[src/rtl/mux_scan_nx1_if.sv]
// mux_scan_nx1_if: channel bus, select controls and status strobes of the scanning mux
interface mux_scan_nx1_if #(
    parameter int CHANNELS = 8,
    parameter int WIDTH    = 4
);
    localparam int SW = $clog2(CHANNELS);
    logic                      mode;
    logic                      hold;
    logic [SW-1:0]             sel_in;
    logic [CHANNELS*WIDTH-1:0] data_in;
    logic [WIDTH-1:0]          data_out;
    logic [SW-1:0]             sel_out;
    logic                      valid;
    logic                      wrap;
    logic                      err;
    modport master (
        output mode, hold, sel_in, data_in,
        input  data_out, sel_out, valid, wrap, err
    );
    modport slave (
        input  mode, hold, sel_in, data_in,
        output data_out, sel_out, valid, wrap, err
    );
endinterface

[src/rtl/mux_scan_nx1.sv]
// mux_scan_nx1: registered N-to-1 mux with manual select and dwell-timed auto-scan
module mux_scan_nx1 #(
    parameter int CHANNELS = 8,
    parameter int WIDTH    = 4,
    parameter int DWELL    = 4
) (
    input logic           clk,
    input logic           rst,
    mux_scan_nx1_if.slave bus
);
    localparam int SW = $clog2(CHANNELS);
    localparam int CW = DWELL > 1 ? $clog2(DWELL) : 1;
    localparam logic [SW:0]   CH    = (SW+1)'(CHANNELS);
    localparam logic [SW-1:0] LAST  = SW'(CHANNELS - 1);
    localparam logic [CW-1:0] DLAST = CW'(DWELL - 1);
    logic [SW-1:0]    sel_q, sel_nx;
    logic [CW-1:0]    cnt, cnt_nx;
    logic             mode_q, first, err_nx, wrap_nx;
    logic [WIDTH-1:0] chan [CHANNELS];
    always_comb
        for (int k = 0; k < CHANNELS; k++)
            chan[k] = bus.data_in[k*WIDTH +: WIDTH];
    // Priority: hold, manual, scan entry, scan dwell/advance
    always_comb begin
        sel_nx  = sel_q;
        cnt_nx  = cnt;
        err_nx  = 1'b0;
        wrap_nx = 1'b0;
        if (!bus.hold) begin
            if (!bus.mode) begin
                cnt_nx = '0;
                if ({1'b0, bus.sel_in} < CH)
                    sel_nx = bus.sel_in;
                else
                    err_nx = 1'b1;
            end else if (!mode_q) begin
                cnt_nx = '0;
            end else if (cnt != DLAST) begin
                cnt_nx = cnt + 1'b1;
            end else begin
                cnt_nx  = '0;
                sel_nx  = (sel_q == LAST) ? '0 : sel_q + 1'b1;
                wrap_nx = (sel_q == LAST);
            end
        end
    end
    always_ff @(posedge clk or posedge rst) begin
        if (rst) begin
            sel_q        <= '0;
            cnt          <= '0;
            mode_q       <= 1'b0;
            first        <= 1'b1;
            bus.data_out <= '0;
            bus.valid    <= 1'b0;
            bus.wrap     <= 1'b0;
            bus.err      <= 1'b0;
        end else begin
            sel_q        <= sel_nx;
            cnt          <= cnt_nx;
            mode_q       <= bus.mode;
            first        <= 1'b0;
            bus.data_out <= chan[sel_nx];
            bus.valid    <= first || (sel_nx != sel_q);
            bus.wrap     <= wrap_nx;
            bus.err      <= err_nx;
        end
    end
    assign bus.sel_out = sel_q;
endmodule

[src/flat_wrapper.sv]
// flat-port wrapper written by rule: the top's interface ports become plain ports
module mux_scan_nx1_flat 
#(
    parameter int CHANNELS = 8,
    parameter int WIDTH    = 4,
    parameter int DWELL    = 4
)
  (clk, rst, bus_mode, bus_hold, bus_sel_in, bus_data_in, bus_data_out, bus_sel_out, bus_valid, bus_wrap, bus_err);
  mux_scan_nx1_if #(.CHANNELS(CHANNELS), .WIDTH(WIDTH)) bus_i ();
  input logic clk;
  input logic rst;
  input wire logic [$bits(bus_i.mode)-1:0] bus_mode;
  input wire logic [$bits(bus_i.hold)-1:0] bus_hold;
  input wire logic [$bits(bus_i.sel_in)-1:0] bus_sel_in;
  input wire logic [$bits(bus_i.data_in)-1:0] bus_data_in;
  output wire logic [$bits(bus_i.data_out)-1:0] bus_data_out;
  output wire logic [$bits(bus_i.sel_out)-1:0] bus_sel_out;
  output wire logic [$bits(bus_i.valid)-1:0] bus_valid;
  output wire logic [$bits(bus_i.wrap)-1:0] bus_wrap;
  output wire logic [$bits(bus_i.err)-1:0] bus_err;
  assign bus_i.mode = bus_mode;
  assign bus_i.hold = bus_hold;
  assign bus_i.sel_in = bus_sel_in;
  assign bus_i.data_in = bus_data_in;
  assign bus_data_out = bus_i.data_out;
  assign bus_sel_out = bus_i.sel_out;
  assign bus_valid = bus_i.valid;
  assign bus_wrap = bus_i.wrap;
  assign bus_err = bus_i.err;
  mux_scan_nx1 #(.CHANNELS(CHANNELS), .WIDTH(WIDTH), .DWELL(DWELL)) u_core (.clk(clk), .rst(rst), .bus(bus_i));
endmodule
[config.mk]
export PLATFORM = sky130hd
export DESIGN_NAME = mux_scan_nx1_flat
export DESIGN_NICKNAME = d
export VERILOG_FILES = /design/src/rtl/mux_scan_nx1_if.sv /design/src/rtl/mux_scan_nx1.sv /design/src/flat_wrapper.sv
export SDC_FILE = /design/constraint.sdc
export NUM_CORES = 1
export LEC_CHECK = 0
export BUFFER_PORTS_ARGS = -buffer_cell sky130_fd_sc_hd__buf_2
export CAP_MARGIN = 20
export CORE_AREA = 2 2 63 65
export DETAILED_ROUTE_END_ITERATION = 12
export DIE_AREA = 0 0 65 67
export SLEW_MARGIN = 15
export SYNTH_ARGS = -nofsm -noshare
export SYNTH_HDL_FRONTEND = slang
export SYNTH_SLANG_ARGS = --single-unit
[constraint.sdc]
create_clock -name clk -period 2.4 [get_ports clk]
set_input_delay 0.6 -clock clk [delete_from_list [all_inputs] [get_ports clk]]
set_output_delay 0.6 -clock clk [all_outputs]
set_load 0.05 [all_outputs]
# Yosys cells after proc, flatten, opt, wreduce, memory -nomap -nowiden
# Cells that the tools add are included.
[totals]
ff_bits = 13
out_inout_bits = 10
wordCells = 30
[op_classes]
addsub = 2
magnitude_cmp = 1
eq_ne = 3
mux = 15
bitwise = 1
reduce_logical = 1
[op_table]
columns = ["cell", "n"]
rows = [
  ["3-bit 2-to-1 mux", 5],
  ["4-bit binary-select mux with 3-bit select", 1],
  ["4-bit 2-to-1 mux", 2],
  ["2-bit 2-to-1 mux", 3],
  ["4-bit >= comparator (second input constant)", 1],
  ["1-bit 2-to-1 mux", 4],
  ["3-bit NOT with 4-bit output", 1],
  ["3-bit by 1-bit adder with 3-bit output (second input constant)", 1],
  ["3-bit equality test (second input constant)", 1],
  ["3-bit != test", 1],
  ["2-bit by 1-bit adder with 2-bit output (second input constant)", 1],
  ["2-bit != test (second input constant)", 1],
  ["1-bit logical OR", 1],
]

# Depth between registers and ports, before layout
[depth]
word_depth = 10
ltp_mapped = 8
mapped_depth_nobuf = 7

# Least setup slack after synthesis
# No wires, ideal clock.
[synth_timing]
kind = "register -> register"
from = "register u_core.sel_q[1], in the netlist u_core.bus.sel_out[1]"
to = "register u_core.bus.data_out[0]"
setup_time_ps = 136
t_arrival_ps = 2081
required_ps = 2264
slack_ps = 183
stages_incl_launch_ff = 8
path_buffers = 1
synth_period_minus_slack_ps = 2217
path_cell_list = "dfrtp_1 > ha_1 > and4b_1 > buf_2 > o21ai_1 > nand2_1 > a2111oi_2 > a211oi_2"
[synth_via]
elab_chain_len = 10
elab_cells_between_ends = 11
cone_classes = "1 x add/sub; 1 x eq/ne; 8 x mux; 1 x bitwise"
[synth_rtl]
columns = ["item", "line", "rtl"]
rows = [
  ["start, declared", "mux_scan_nx1.sv:16", "logic [SW-1:0] sel_q, sel_nx;"],
  ["start signal, assigned", "mux_scan_nx1.sv:58", "sel_q <= sel_nx;"],
  ["3-bit by 1-bit adder with 3-bit output or 3-bit equality test (tied branches)", "mux_scan_nx1.sv:42", "sel_nx = (sel_q == LAST) ? '0 : sel_q + 1'b1;"],
  ["3-bit 2-to-1 mux", "mux_scan_nx1.sv:42", ""],
  ["3-bit 2-to-1 mux", "mux_scan_nx1.sv:38", "end else if (cnt != DLAST) begin"],
  ["3-bit 2-to-1 mux", "mux_scan_nx1.sv:36", "end else if (!mode_q) begin"],
  ["3-bit 2-to-1 mux", "mux_scan_nx1.sv:30", "if (!bus.mode) begin"],
  ["3-bit 2-to-1 mux (*)", "mux_scan_nx1.sv:29", "if (!bus.hold) begin"],
  ["net u_core.sel_nx[1]", "mux_scan_nx1.sv:16", ""],
  ["3-bit NOT with 4-bit output (not written as such) (*)", "mux_scan_nx1.sv:62", "bus.data_out <= chan[sel_nx];"],
  ["4-bit binary-select mux with 3-bit select (*)", "mux_scan_nx1.sv:62", ""],
  ["4-bit 2-to-1 mux (not written as such) (*) (2 in a row)", "mux_scan_nx1.sv:62", ""],
  ["end signal, assigned", "mux_scan_nx1.sv:62", ""],
  ["end, declared", "mux_scan_nx1_if.sv:22", "output data_out, sel_out, valid, wrap, err"],
]
# Mark *: on every way through the listed nets, which the timed path passes. The rest lies on a longest branch. The select of a mux whose other input is x is not followed.
# A chain may end at the register's enable or synchronous reset.

# Worst setup path after layout
[layout_timing]
from = "register u_core.sel_q[0], in the netlist u_core.bus.sel_out[0]"
to = "register u_core.bus.data_out[0]"
[layout_via]
elab_chain_len = 10
elab_cells_between_ends = 11
cone_classes = "1 x add/sub; 1 x eq/ne; 8 x mux; 1 x bitwise"
[layout_rtl]
columns = ["item", "line"]
rows = [
  ["3-bit by 1-bit adder with 3-bit output or 3-bit equality test (tied branches)", "mux_scan_nx1.sv:42"],
  ["3-bit 2-to-1 mux (*)", "mux_scan_nx1.sv:42"],
  ["3-bit 2-to-1 mux (*)", "mux_scan_nx1.sv:38"],
  ["3-bit 2-to-1 mux (*)", "mux_scan_nx1.sv:36"],
  ["3-bit 2-to-1 mux (*)", "mux_scan_nx1.sv:30"],
  ["3-bit 2-to-1 mux (*)", "mux_scan_nx1.sv:29"],
  ["net u_core.sel_nx[2]", "mux_scan_nx1.sv:16"],
  ["3-bit NOT with 4-bit output (not written as such) (*)", "mux_scan_nx1.sv:62"],
  ["4-bit binary-select mux with 3-bit select (*)", "mux_scan_nx1.sv:62"],
  ["4-bit 2-to-1 mux (not written as such) (*) (2 in a row)", "mux_scan_nx1.sv:62"],
]
# Marked as above.

==> summary.md <==
| Metric | Value |
|---|---|
| WP depth | `7` |
| Synth area leaders | `dfrtp_1 (25%), o211ai_1 (17%), mux2i_1 (8.2%)` |
| Max Fclk | `0.4877 GHz` |
| Critical Path Sink Type | `flop` |
| Final Critical Period | `2.050 ns` |
| Tcrit/Tclk final | `85.43%` |
| Share of layout cells above drive strength 1 | `34.87%` |
| Leakage power | `0.7280 nW` |
| Fin Hold WS | `0.3651 ns` |
| Core Area | `3606 um^2` |
| Slowest stage delay, CP | `0.46 ns` |
| Routed vias/inst | `5.556` |
| Gr busiest metal | `met2` |
| Row count | `22` |
| Synth warn | `0` |
| DRC viols | `0` |
| WP data arrival | `2.21 ns` |
| WL final | `3.585 mm` |
| Pwr dens | `622.1 nW/um^2` |
| Area share of the largest cell type after synthesis | `24.64%` |
| Worst-case clock buffer depth | `2` |
| Top-level I/O count | `49` |
| Peak VDD IR | `0.0002201 V` |
| Post-synth EDFFs | `0` |
| Distinct cells, synth | `35` |
| PortBufs | `47` |
| Crit path max-delay family | `compound AO/OA/AOI/OAI gates` |
| Unrepaired setup endpoints after global routing | `false` |
| R2R depth | `7` |
| DRT Pass-1 Iters | `6` |
| Register area share after synthesis | `26.80%` |
| Initial DRC Count | `92` |
| Number of global-route vias before repair | `1235` |
| Overall global routing resource usage | `16.67%` |
| Final GP Congestion | `0.8193` |
| Avg Inst Size Synth | `8.179 um^2` |
| Non-filler cells, final | `243` |
| FF+latch count, synth | `13` |
| DP Worst Slack | `0.2072 ns` |
| Routed wire per std cell | `14.75 um` |
| # hold bufs at CTS | `0` |
| Overflow left after global routing | `0` |
| Initial antenna violation count | `0` |
| Setup Crit Path Kind | `reg2reg` |
| Vias | `1350` |
| Synthesized cell area | `1219 um^2` |
| Number of antenna diodes | `0` |
| Total power | `975.3 uW` |
| Post-route setup TNS | `0 ns` |
| Worst skew pair latency | `0.25 ns` |
| Status | `finished, final reports clean` |
| Num CTS Buffers | `3` |
| CP bufs+invs | `1` |
| Clock Skew | `0.001341 ns` |
| Layout area overhead | `28.64%` |
| First-pass GRT wire length | `5.561 mm` |
| Die Span Y | `67 um` |
| Setup crit start kind | `flop` |
| CP Data Required Time | `2.56 ns` |
| GR Util met1 | `19.42%` |
| Worst-path cell chain | `ha_1 > ha_1 > inv_1 > a22o_1 > a21oi_4 > and4b_1 > a211oi_2` |
| Design Area, Final | `1568 um^2` |
| Fin nets | `238` |
| Final Util | `43.48%` |
| Asr flop ratio synth | `100.0%` |
| H-tree levels | `1` |
| Pins over their slew limit | `0` |
| Clk sink count | `13` |
| CP max FO | `7` |
| Clock Pin Slew Worst Setup and Hold Paths | `0.06 ns` |
| Root buf cell | `clkbuf_8` |
| ANT nets after route | `0` |
| Initial Util | `33.80%` |
| Met3 Usage GRT | `2.365%` |
| Max Cap Viol | `0` |
| CTS tree | `built` |
| Met2 Track Usage GR | `30.41%` |
| Post_cts resized | `0` |
| Post-CTS Setup Inserts | `0` |
| Count leader, synth | `o211ai_1` |
| Hold Violations, Final | `0` |
| Cell repeated most along the worst path | `ha_1` |
| Post-placement cell area | `1521 um^2` |
| Final setup margin | `0.3497 ns` |
| Die X | `65 um` |
| Prevailing post-synth register cell | `dfrtp_1` |
| Die footprint | `4355 um^2` |
| Cell taking the most area after synthesis | `dfrtp_1` |
| Post-Synthesis Cells | `149` |
| Setup violators final | `0` |
| Top cells by count, synth | `o211ai_1 (28), nand3_1 (19), o21ai_0 (15)` |
| Dpl cells | `239` |
| Hpwl dp | `2.751 mm` |
| Largest net degree at the start of global routing | `18` |
| Worst min path class | `in2async` |
| Slowest-stage cell, CP | `dfrtp_1` |
| Fill cells | `373` |
[layer usage]
metal / share of wire, % / wire, um / up-vias
li1: - / - / 657
met2: 49 / 1747 / 71
met1: 42 / 1516 / 617
met5: 0 / 0 / -
met3: 7.6 / 272 / 5
met4: 1.3 / 48 / 0
[layout by cell type, fill, tap and decap left out, types with 2 or more instances in the layout]
| cell type | netlist | routed |
|---|---|---|
| xnor2_1 | 3 | 3 |
| nand3_1 | 19 | 19 |
| and4b_1 | 2 | 2 |
| buf_2 | 6 | 47 |
| o211ai_1 | 28 | 28 |
| clkbuf_8 | 0 | 3 |
| inv_1 | 6 | 6 |
| nor2_1 | 4 | 4 |
| conb_1 | 1 | 2 |
| mux2i_1 | 10 | 10 |
| and3_1 | 2 | 2 |
| o21ai_0 | 15 | 15 |
| nand2_1 | 8 | 8 |
| ha_1 | 3 | 3 |
| dfrtp_1 | 12 | 12 |
| a22o_1 | 2 | 2 |
| buf_4 | 1 | 10 |
[sequential cells by signal (all words and copies together) (netlist names)]
signal	flops
u_core.bus.data_out	4
u_core.bus.sel_out	3
u_core.cnt	2
u_core.bus.valid	1
u_core.bus.wrap	1
u_core.first	1
u_core.mode_q	1
[final timing paths]
path	to	slack (ns)	startpoint
max in group asynchronous	u_core.first$_DFF_PP1_	1.68	rst
min in group clk	u_core.cnt[1]$_DFFE_PP0N_	0.51	u_core.cnt[1]$_DFFE_PP0N_
setup reg to reg	u_core.bus.data_out[0]$_DFF_PP0_	0.35	u_core.bus.sel_out[0]$_DFF_PP0_
setup / recovery	u_core.bus.data_out[0]$_DFF_PP0_	0.35	u_core.bus.sel_out[0]$_DFF_PP0_
hold reg to reg	u_core.cnt[1]$_DFFE_PP0N_	0.51	u_core.cnt[1]$_DFFE_PP0N_
hold / removal	u_core.cnt[0]$_DFFE_PP0N_	0.37	rst
[cell families after synthesis]
kind of cell | synth area share (%)
AO/OA/AOI/OAI | 34.60
XOR/XNOR | 2.156
adder cells (fa/ha/maj) | 3.080
buffers and inverters | 7.700
flip-flops | 26.80
multiplexers | 8.214
other | 0.3077
AND/OR/NAND/NOR | 17.15
[where the power goes]
part / switching, mW / leakage, nW / internal [mW]
registers: 0.0206 / 0.156 / 0.256
clock network: 0.0849 / 0.0255 / 0.115
logic: 0.316 / 0.547 / 0.183
total: 0.422 / 0.728 / 0.554
[worst register-to-register path, cell delays in order (launching register included)]
cell      delay (ns)
dfrtp_1         0.46
ha_1            0.24
ha_1            0.30
inv_1           0.05
a22o_1          0.23
a21oi_4         0.28
and4b_1         0.26
a211oi_2        0.15
[final cells by class]
type                            instances  area, um^2  share of cell area [%]
Clock buffer                            3       41.29                   2.634
Clock inverter                          1       5.005                  0.3192
Inverter                                6       22.52                   1.437
Multi-Input combinational cell        115       802.0                   51.16
Sequential cell                        13       326.6                   20.83
Tap cell                               48       60.06                   3.831
Timing Repair Buffer                   57       310.3                   19.79
No activity file was read; power rests on OpenSTA's default activity.
